### config.mk
export PLATFORM = sky130hd
export DESIGN_NAME = fir_pin_driver_flat
export DESIGN_NICKNAME = d
export VERILOG_FILES = /design/src/rtl/fir_pin_driver_pkg.sv /design/src/rtl/fir_pin_driver_if.sv /design/src/rtl/fir_pin_clkgen.sv /design/src/rtl/fir_pin_driver.sv /design/src/flat_wrapper.sv
export SDC_FILE = /design/constraint.sdc
export NUM_CORES = 1
export LEC_CHECK = 0
export ABC_CLOCK_PERIOD_IN_PS = 8200
export BUFFER_PORTS_ARGS = -buffer_cell sky130_fd_sc_hd__buf_2
export CORE_ASPECT_RATIO = 1.5
export CORE_MARGIN = 10
export CORE_UTILIZATION = 60
export CTS_CLUSTER_SIZE = 14
export DETAILED_ROUTE_END_ITERATION = 10
export PLACE_DENSITY_LB_ADDON = 0.1
export SKIP_CTS_REPAIR_TIMING = 1
export SLEW_MARGIN = 20
export SYNTH_ARGS = -nofsm -noshare
export SYNTH_HDL_FRONTEND = slang
export SYNTH_SLANG_ARGS = --single-unit
### constraint.sdc
create_clock -name clk -period 8.2 [get_ports clk]
set_clock_uncertainty 0.2 [all_clocks]
set_input_delay 0.41 -clock clk [delete_from_list [all_inputs] [get_ports clk]]
set_output_delay 0.41 -clock clk [all_outputs]
set_load 0.03 [all_outputs]
### src/rtl/fir_pin_driver_pkg.sv
`timescale 1ns/1ps
// Shared types and constants for the FIR pin driver: sequencer states, pin bit positions
// and default widths/timing.
package fir_pin_driver_pkg;

   typedef enum logic [1:0] {
      IDLE   = 2'd0,
      RESET  = 2'd1,
      LOAD   = 2'd2,
      STREAM = 2'd3
   } state_t;

   localparam int PIN_CLK      = 0;
   localparam int PIN_RST      = 1;
   localparam int PIN_WORD_LSB = 2;

   localparam int DEF_BW_IN         = 6;
   localparam int DEF_BW_OUT        = 8;
   localparam int DEF_HALF          = 2;
   localparam int DEF_RESET_PERIODS = 2;

endpackage

### src/rtl/fir_pin_driver_if.sv
`timescale 1ns/1ps
// Host-side bundle of the FIR pin driver: start/coef control, sample stream in,
// captured result stream out and status.
interface fir_pin_driver_if
   import fir_pin_driver_pkg::*;
#(
   parameter int BW_IN  = DEF_BW_IN,
   parameter int BW_OUT = DEF_BW_OUT
);
   logic                     start;
   logic signed [BW_IN-1:0]  coef;
   logic                     s_valid;
   logic signed [BW_IN-1:0]  s_data;
   logic                     s_ready;
   logic                     m_valid;
   logic [BW_OUT-1:0]        m_data;
   logic                     m_mismatch;
   logic [7:0]               err_count;
   logic                     busy;

   modport master (
      output start, coef, s_valid, s_data,
      input  s_ready, m_valid, m_data, m_mismatch, err_count, busy
   );

   modport slave (
      input  start, coef, s_valid, s_data,
      output s_ready, m_valid, m_data, m_mismatch, err_count, busy
   );
endinterface

### src/rtl/fir_pin_clkgen.sv
`timescale 1ns/1ps
// Free-running phase counter for the pin-level DUT clock: one DUT period is 2*HALF clk cycles,
// with strobes on the first and last cycle of each period.
module fir_pin_clkgen #(
   parameter int HALF = 2
) (
   input  logic clk,
   input  logic reset,
   output logic dut_clk,
   output logic period_start,
   output logic period_end
);
   localparam int P  = 2 * HALF;
   localparam int CW = $clog2(P);

   logic [CW-1:0] cnt;

   always_ff @(posedge clk) begin
      if (reset)
         cnt <= '0;
      else if (cnt == CW'(P - 1))
         cnt <= '0;
      else
         cnt <= cnt + CW'(1);
   end

   // DUT rising edge lands on the cnt HALF-1 -> HALF transition
   assign dut_clk      = (cnt >= CW'(HALF));
   assign period_start = (cnt == '0);
   assign period_end   = (cnt == CW'(P - 1));

endmodule

### src/rtl/fir_pin_driver.sv
`timescale 1ns/1ps
// Drives the single-tap pin-level FIR through reset, coefficient load and a sample stream,
// then captures each returned word and compares it with the truncated local product.
module fir_pin_driver
   import fir_pin_driver_pkg::*;
#(
   parameter int BW_IN         = DEF_BW_IN,
   parameter int BW_OUT        = DEF_BW_OUT,
   parameter int HALF          = DEF_HALF,
   parameter int RESET_PERIODS = DEF_RESET_PERIODS
) (
   input  logic             clk,
   input  logic             reset,
   fir_pin_driver_if.slave  host,
   output logic [7:0]       pin_out,
   input  logic [7:0]       pin_in
);
   localparam int RPW = $clog2(RESET_PERIODS + 1);

   function automatic logic [BW_OUT-1:0] trunc_prod(input logic signed [BW_IN-1:0] a,
                                                    input logic signed [BW_IN-1:0] b);
      logic signed [2*BW_IN-1:0] p;
      p = a * b;
      return p[BW_OUT-1:0];
   endfunction

   function automatic logic [7:0] sat_inc8(input logic [7:0] v);
      return (v == 8'hFF) ? v : v + 8'd1;
   endfunction

   state_t                  state, state_nxt;
   logic [RPW-1:0]          rst_per, rst_per_nxt;
   logic                    dut_clk, period_start, period_end;
   logic                    restart_pend, restart, s_ready, hs;
   logic signed [BW_IN-1:0] coef_q;
   logic signed [BW_IN-1:0] word_p0;
   logic                    dut_rst_q;
   logic [BW_OUT-1:0]       exp_p0;
   logic [BW_OUT-1:0]       m_data_p1;
   logic                    vld_p0, vld_p1, mis_p1;
   logic [7:0]              err_cnt;

   fir_pin_clkgen #(.HALF(HALF)) u_clkgen (
      .clk          (clk),
      .reset        (reset),
      .dut_clk      (dut_clk),
      .period_start (period_start),
      .period_end   (period_end)
   );

   // A start (new or still pending) pre-empts everything until the next period boundary
   assign restart = host.start || restart_pend;
   assign s_ready = (state == STREAM) && period_end && !restart;
   assign hs      = s_ready && host.s_valid;

   always_ff @(posedge clk) begin
      if (reset) begin
         state   <= IDLE;
         rst_per <= '0;
      end else begin
         state   <= state_nxt;
         rst_per <= rst_per_nxt;
      end
   end

   always_comb begin
      state_nxt   = state;
      rst_per_nxt = rst_per;
      if (period_end) begin
         if (restart) begin
            state_nxt   = RESET;
            rst_per_nxt = '0;
         end else begin
            case (state)
               RESET: begin
                  if (rst_per == RPW'(RESET_PERIODS - 1))
                     state_nxt = LOAD;
                  else
                     rst_per_nxt = rst_per + RPW'(1);
               end
               LOAD:    state_nxt = STREAM;
               default: state_nxt = state;
            endcase
         end
      end
   end

   // Stage p0: pin word/reset register, updated only on the edge entering cnt=0
   always_ff @(posedge clk) begin
      if (reset) begin
         restart_pend <= 1'b0;
         dut_rst_q    <= 1'b1;
         word_p0      <= '0;
         vld_p0       <= 1'b0;
      end else begin
         if (period_end)
            restart_pend <= 1'b0;
         else if (host.start)
            restart_pend <= 1'b1;

         if (period_end) begin
            dut_rst_q <= (state_nxt == IDLE) || (state_nxt == RESET);
            case (state_nxt)
               LOAD:    word_p0 <= coef_q;
               STREAM:  if (hs) word_p0 <= host.s_data;
               default: word_p0 <= '0;
            endcase
         end

         if (restart)
            vld_p0 <= 1'b0;
         else if (period_end)
            vld_p0 <= hs;
      end
   end

   always_ff @(posedge clk) begin
      if (host.start)
         coef_q <= host.coef;
      if (hs)
         exp_p0 <= trunc_prod(coef_q, host.s_data);
   end

   // Stage p1: capture at the end of a live period, one-cycle result pulse
   always_ff @(posedge clk) begin
      if (reset) begin
         vld_p1    <= 1'b0;
         mis_p1    <= 1'b0;
         m_data_p1 <= '0;
         err_cnt   <= '0;
      end else begin
         if (period_end && vld_p0 && !restart) begin
            vld_p1    <= 1'b1;
            mis_p1    <= (pin_in[BW_OUT-1:0] != exp_p0);
            m_data_p1 <= pin_in[BW_OUT-1:0];
         end else if (period_start) begin
            vld_p1 <= 1'b0;
            mis_p1 <= 1'b0;
         end

         if (host.start)
            err_cnt <= '0;
         else if (vld_p1 && mis_p1)
            err_cnt <= sat_inc8(err_cnt);
      end
   end

   always_comb begin
      pin_out                          = '0;
      pin_out[PIN_CLK]                 = dut_clk;
      pin_out[PIN_RST]                 = dut_rst_q;
      pin_out[PIN_WORD_LSB +: BW_IN]   = word_p0;
   end

   assign host.s_ready    = s_ready;
   assign host.m_valid    = vld_p1;
   assign host.m_data     = m_data_p1;
   assign host.m_mismatch = mis_p1;
   assign host.err_count  = err_cnt;
   assign host.busy       = (state != IDLE);

endmodule
### src/flat_wrapper.sv
// flat-port wrapper written by rule: the top's interface ports become plain ports
module fir_pin_driver_flat import fir_pin_driver_pkg::*;
#(
   parameter int BW_IN         = DEF_BW_IN,
   parameter int BW_OUT        = DEF_BW_OUT,
   parameter int HALF          = DEF_HALF,
   parameter int RESET_PERIODS = DEF_RESET_PERIODS
)
  (clk, reset, pin_out, pin_in, host_start, host_coef, host_s_valid, host_s_data, host_s_ready, host_m_valid, host_m_data, host_m_mismatch, host_err_count, host_busy);
  fir_pin_driver_if #(.BW_IN(BW_IN), .BW_OUT(BW_OUT)) host_i ();
  input  logic clk;
  input  logic reset;
  output logic [7:0] pin_out;
  input  logic [7:0] pin_in;
  input wire logic [$bits(host_i.start)-1:0] host_start;
  input wire logic [$bits(host_i.coef)-1:0] host_coef;
  input wire logic [$bits(host_i.s_valid)-1:0] host_s_valid;
  input wire logic [$bits(host_i.s_data)-1:0] host_s_data;
  output wire logic [$bits(host_i.s_ready)-1:0] host_s_ready;
  output wire logic [$bits(host_i.m_valid)-1:0] host_m_valid;
  output wire logic [$bits(host_i.m_data)-1:0] host_m_data;
  output wire logic [$bits(host_i.m_mismatch)-1:0] host_m_mismatch;
  output wire logic [$bits(host_i.err_count)-1:0] host_err_count;
  output wire logic [$bits(host_i.busy)-1:0] host_busy;
  assign host_i.start = host_start;
  assign host_i.coef = host_coef;
  assign host_i.s_valid = host_s_valid;
  assign host_i.s_data = host_s_data;
  assign host_s_ready = host_i.s_ready;
  assign host_m_valid = host_i.m_valid;
  assign host_m_data = host_i.m_data;
  assign host_m_mismatch = host_i.m_mismatch;
  assign host_err_count = host_i.err_count;
  assign host_busy = host_i.busy;
  fir_pin_driver #(.BW_IN(BW_IN), .BW_OUT(BW_OUT), .HALF(HALF), .RESET_PERIODS(RESET_PERIODS)) u_core (.clk(clk), .reset(reset), .host(host_i), .pin_out(pin_out), .pin_in(pin_in));
endmodule
; ---- Word level (Yosys, flattened, before mapping)
; Cells that the tools add are included.
[word_totals]
ff_bits = 47
latch_bits = 0
mem_bits_rw = 0
mem_bits_ro = 0
output_inout_bits = 28
n_memories = 0
[op_classes]
n_addsub = 3
n_mul = 1
n_div = 0
n_lt_le_gt_ge = 1
n_eq_ne = 12
shifts = 0
n_mux = 12
bitwise = 1
n_reduce_logical = 20
[ops]
columns = cell, count
row1 = 2-bit 2-to-1 mux, 6
row2 = 6-bit one-hot mux with 2 select lines, 1
row3 = "2-bit equality test, second input constant", 5
row4 = "8-bit by 1-bit adder with 8-bit output, second input constant", 1
row5 = "8-bit equality test, second input constant", 1
row6 = 6-bit by 6-bit multiplier with 8-bit output, 1
row7 = 8-bit inequality test, 1
row8 = "2-bit by 1-bit equality test with 1-bit output, second input constant", 3
row9 = 1-bit logical AND, 6
row10 = 6-bit 2-to-1 mux, 1
row11 = 2-bit nonzero test, 3
row12 = 2-bit OR reduction, 3
row13 = "2-bit by 1-bit adder with 2-bit output, second input constant", 2
row14 = 2-bit logical NOT, 2
row15 = "2-bit by 1-bit inequality test with 1-bit output, second input constant", 2
row16 = 2-bit one-hot mux with 2 select lines, 1
row17 = 2-bit AND reduction, 2
row18 = 1-bit 2-to-1 mux, 3
row19 = 3-bit AND reduction, 1
row20 = "2-bit greater-or-equal comparator, second input constant", 1
row21 = 1-bit logical OR, 2
row22 = 1-bit logical NOT, 1
row23 = 1-bit inverter, 1

; ---- Depth between registers and ports, before layout
[logic_depth]
depth_word = 8
mapped_depth = 14
mapped_depth_nobuf = 13

; ---- Hierarchy
; A second synthesis with hierarchy kept.
[hier_totals]
hier_cells = 277
area_unflattened_um2 = 2812.7
[by_module_without_submodules]
columns = mod, n_inst, cells_per_inst, area_each_um2, seq_area_each_um2
row1 = fir_pin_driver, 1, 267, 2703.8, 1041.0
row2 = fir_pin_clkgen, 1, 10, 108.9, 40.0

; ---- Worst setup path before layout
; No wires, ideal clock.
[synth_path]
kind = input to register
start = in host_s_data[0]
end = reg u_core.exp_p0[7], data pin
arrival_ns = 3.576
required_time_ns = 7.740
setup_slack_ns = 4.164
stages = 12
path_cell_list = clkbuf_1 -> nand2_1 -> fa_1 -> fa_1 -> fa_1 -> inv_1 -> fa_1 -> ha_1 -> a21o_1 -> a21oi_1 -> xnor2_1 -> xnor2_1
[synth_via]
elab_chain_len = 1
[synth_lines]
columns = element, line_no
row1 = from (decl), flat_wrapper.sv:18  ; input wire logic [$bits(host_i.s_data)-1:0] host_s_data;
row2 = 6-bit by 6-bit multiplier with 8-bit output, fir_pin_driver.sv:23  ; p = a * b;
row3 = to (signal assigned), fir_pin_driver.sv:121  ; exp_p0 <= trunc_prod(coef_q, host.s_data);
row4 = to (decl), fir_pin_driver.sv:38  ; logic [BW_OUT-1:0] exp_p0;
; Every way passes these cells.
; A chain may end at the register's enable or synchronous reset.

; ---- Final worst setup path
[layout_path]
start = reg u_core.coef_q[0]
end = reg u_core.exp_p0[7], data pin
[layout_via]
elab_chain_len = 1
[layout_lines]
columns = element, line_no
row1 = from (decl), fir_pin_driver.sv:35  ; logic signed [BW_IN-1:0] coef_q;
row2 = from (signal assigned), fir_pin_driver.sv:119  ; coef_q <= host.coef;
row3 = 6-bit by 6-bit multiplier with 8-bit output, fir_pin_driver.sv:23
; Every way passes these cells.

==> flow_summary.yaml <==
floorplanning:
  die_w_um: 76.2
  fp.dieH_um: 104
  fp-row-count: 30
  die_area_um2: 7940
  initial_core_util_pct: 62.5
  fp.coreArea_um2: 4540
  io_pins: 52
detailed_routing:
  avgRoutedWirePerCell_um: 14.0
  drc: 0
  drt-pass1-iter-count: 4
  viasPerCell: 5.19
  antenna_left: 0
  drt_iter0_drc: 62
  wirelength_um: 5600
  dr_total_vias: 2070
min_path:
  hold_class: "primary input to flip-flop"
yosys:
  synth.most_common_cell: "nand2_1"
  yosys_warnings: 0
  syn_avg_cell_area_um2: 9.90
  synthTopCellsByCount: "42 x nand2_1, 33 x dfxtp_1, 28 x inv_1, 21 x ha_1, 21 x xnor2_1"
  synth-seq-cells: 47
  synth_cell_types: 43
  synthTopCellsByArea: "dfxtp_1 23%, edfxtp_1 15%, fa_1 9.9%"
  synthCells: 287
  synthArstFlopShare_pct: 0
  syn_area_um2: 2840
  ys_seq_area_share_pct: 38.1
  synth_top_cell_by_area: "dfxtp_1"
  synth_flop_cell: "dfxtp_1"
  synth_edf_count: 14
  synth.top_cell.area_share_pct: 23.3
  syn_nets: 346
critical_path:
  endpoint_kind: "flip-flop"
  startpoint_type: "flip-flop"
  path_common_cell: "fa_1"
  cp_max_fo: 6
  path_class: "flip-flop to flip-flop"
  slowest_delay_ps: 540
  crit_arrival_ps: 3910
  slowest_stage: "fa_1"
  path_cells: "inv_1 > nand2_1 > fa_1 > fa_1 > fa_1 > inv_1 > fa_1 > ha_1 > a21o_1 > a21oi_1 > xnor2_1 > xnor2_1"
  required_ps: 8050
  crit_family: "adder cells"
  timing.critical_path.buf_inv: 2
timing:
  rsz0062_at_grt: "no"
  clock.fmax_mhz: 246
  period_needed_ps: 4060
  setup_viol_count_final: 0
  fin_ws_ps: 4140
  finalMaxSlewViolations: 0
  slew-limit-headroom_pct: 74.0
  worst_slew_pin_slew_ps: 381
  min_period_over_period_pct: 49.5
  fin_setup_tns_ps: 0
  final-hold-violation-count: 0
clocking:
  cts.htree.levels: 2
  cts_sinks: 47
  clkLatencyLatePin_ps: 300
  clk_pin_slew_ps: 90
  ctsLongestPathBuffers: 2
  cts_buffers: 5
  cts_root_buf: "clkbuf_8"
  cts_tree: "built"
placed_design:
  dpl.hpwl_um: 4530
  port_buffers: 51
  gp_congestion: 0.851
  dp_slack_ps: 4070
global_route:
  grt_pass1_wl_um: 9520
  grt_max_degree: 22
  antenna_found_initial: 0
  grt_pass1_vias: 2190
  grt_overflow_total: 0
  grtUsageTotal_pct: 14.1
power_and_ir_drop:
  power_w: 0.000589
  power.density_nw_per_um2: 182
  ir_drop_mv: 0.128
  p_leak_nw: 1.40
final_layout:
  final_util_pct: 71.3
  fillers: 372
  n_antenna_cell: 0
  area_growth_pct: 14.0
  fin_nets: 393
  drive_above_1_share_pct: 20.9
outcome:
  status: "finished clean"
run:
  cap_violations: 0
-- flip-flops by register name (all words and copies together), names as in the netlist --
name                    flops
u_core.host.m_mismatch      1
u_core.exp_p0               8
u_core.vld_p0               1
u_core.u_clkgen.cnt         2
u_core.dut_rst_q            1
u_core.host.m_data          8
u_core.rst_per              2
u_core.host.m_valid         1
u_core.word_p0              6
u_core.host.err_count       8
u_core.state                2
u_core.restart_pend         1
u_core.coef_q               6
-- metal layers --
layer	GRT usage [%]	share of wire, %	routed length [um]	vias up
li1	-	-	-	1040
met4	5.60	2.6	144	0
met1	13.9	38	2140	961
met3	3.81	4.9	274	13
met5	0	0	0	-
met2	26.6	54	3040	56
-- power breakdown --
group	switching (W)	internal, W	total [W]
sequential	0.00000691	0.000254	0.000261
clock	0.0000795	0.0000918	0.000171
combinational	0.0000844	0.0000728	0.000157
-- kinds of logic (layout without fill, tap and decap cells) --
| logic type | count (synthesis) | count (layout) | synth area share (%) |
|---|---|---|---|
| AND/OR/NAND/NOR | 93 | 93 | 16.3 |
| flip-flops | 47 | 47 | 38.1 |
| AO/OA/AOI/OAI | 44 | 44 | 11.9 |
| buffers and inverters | 39 | 87 | 5.59 |
| adder cells (fa/ha/maj) | 35 | 35 | 19.1 |
| XOR/XNOR | 27 | 27 | 8.33 |
| multiplexers | 2 | 2 | 0.705 |
-- final cells by class --
cell class	instances	area (um^2)	area share [%]
sequential	47	1080	33.4
tap	64	80.1	2.47
clock inverter	3	46.3	1.43
clock buffer	5	68.8	2.13
multi-input combinational	201	1600	49.4
inverter	28	105	3.25
timing repair buffer	51	255	7.89
-- final timing paths --
path / endpoint / from / slack [ps] / depth (start not counted)
max: u_core.exp_p0[7] / u_core.coef_q[0] / 4140 / 12
min: u_core.coef_q[3] / host_coef[3] / 70 / 1
max reg2reg: u_core.exp_p0[7] / u_core.coef_q[0] / 4140 / 12
min reg2reg: u_core.host.m_data[2] / u_core.host.m_data[2] / 250 / 2
-- placed cells by master (no fill, tap or decap), types with 2 or more instances in the layout --
cell type,synthesis,routed
a211o_1,5,5
nor3_1,2,2
nor2_1,16,16
o21a_1,5,5
or2_2,2,2
clkbuf_8,0,5
and3_1,2,2
and2_1,11,11
mux2i_1,2,2
o221a_1,5,5
a21o_1,2,2
o21ai_2,2,2
nand2_1,42,42
fa_1,14,14
buf_2,1,51
dfxtp_1,33,33
ha_1,21,21
a21oi_1,15,15
xnor2_1,21,21
nand2b_1,4,4
edfxtp_1,14,14
nand4_1,6,6
inv_1,28,28
o21ai_0,2,2
xor2_1,6,6
-- stage by stage --
stage	hold WS (ps)	instance area (um^2)	instances
final	74.0	3240	399
after global routing	59.3	3240	399
after CTS	64.9	3240	399
after detailed placement	245	3120	391
after global placement	239	3120	391
after floorplan	227	2840	287
No activity file was read; power rests on OpenSTA's default activity.
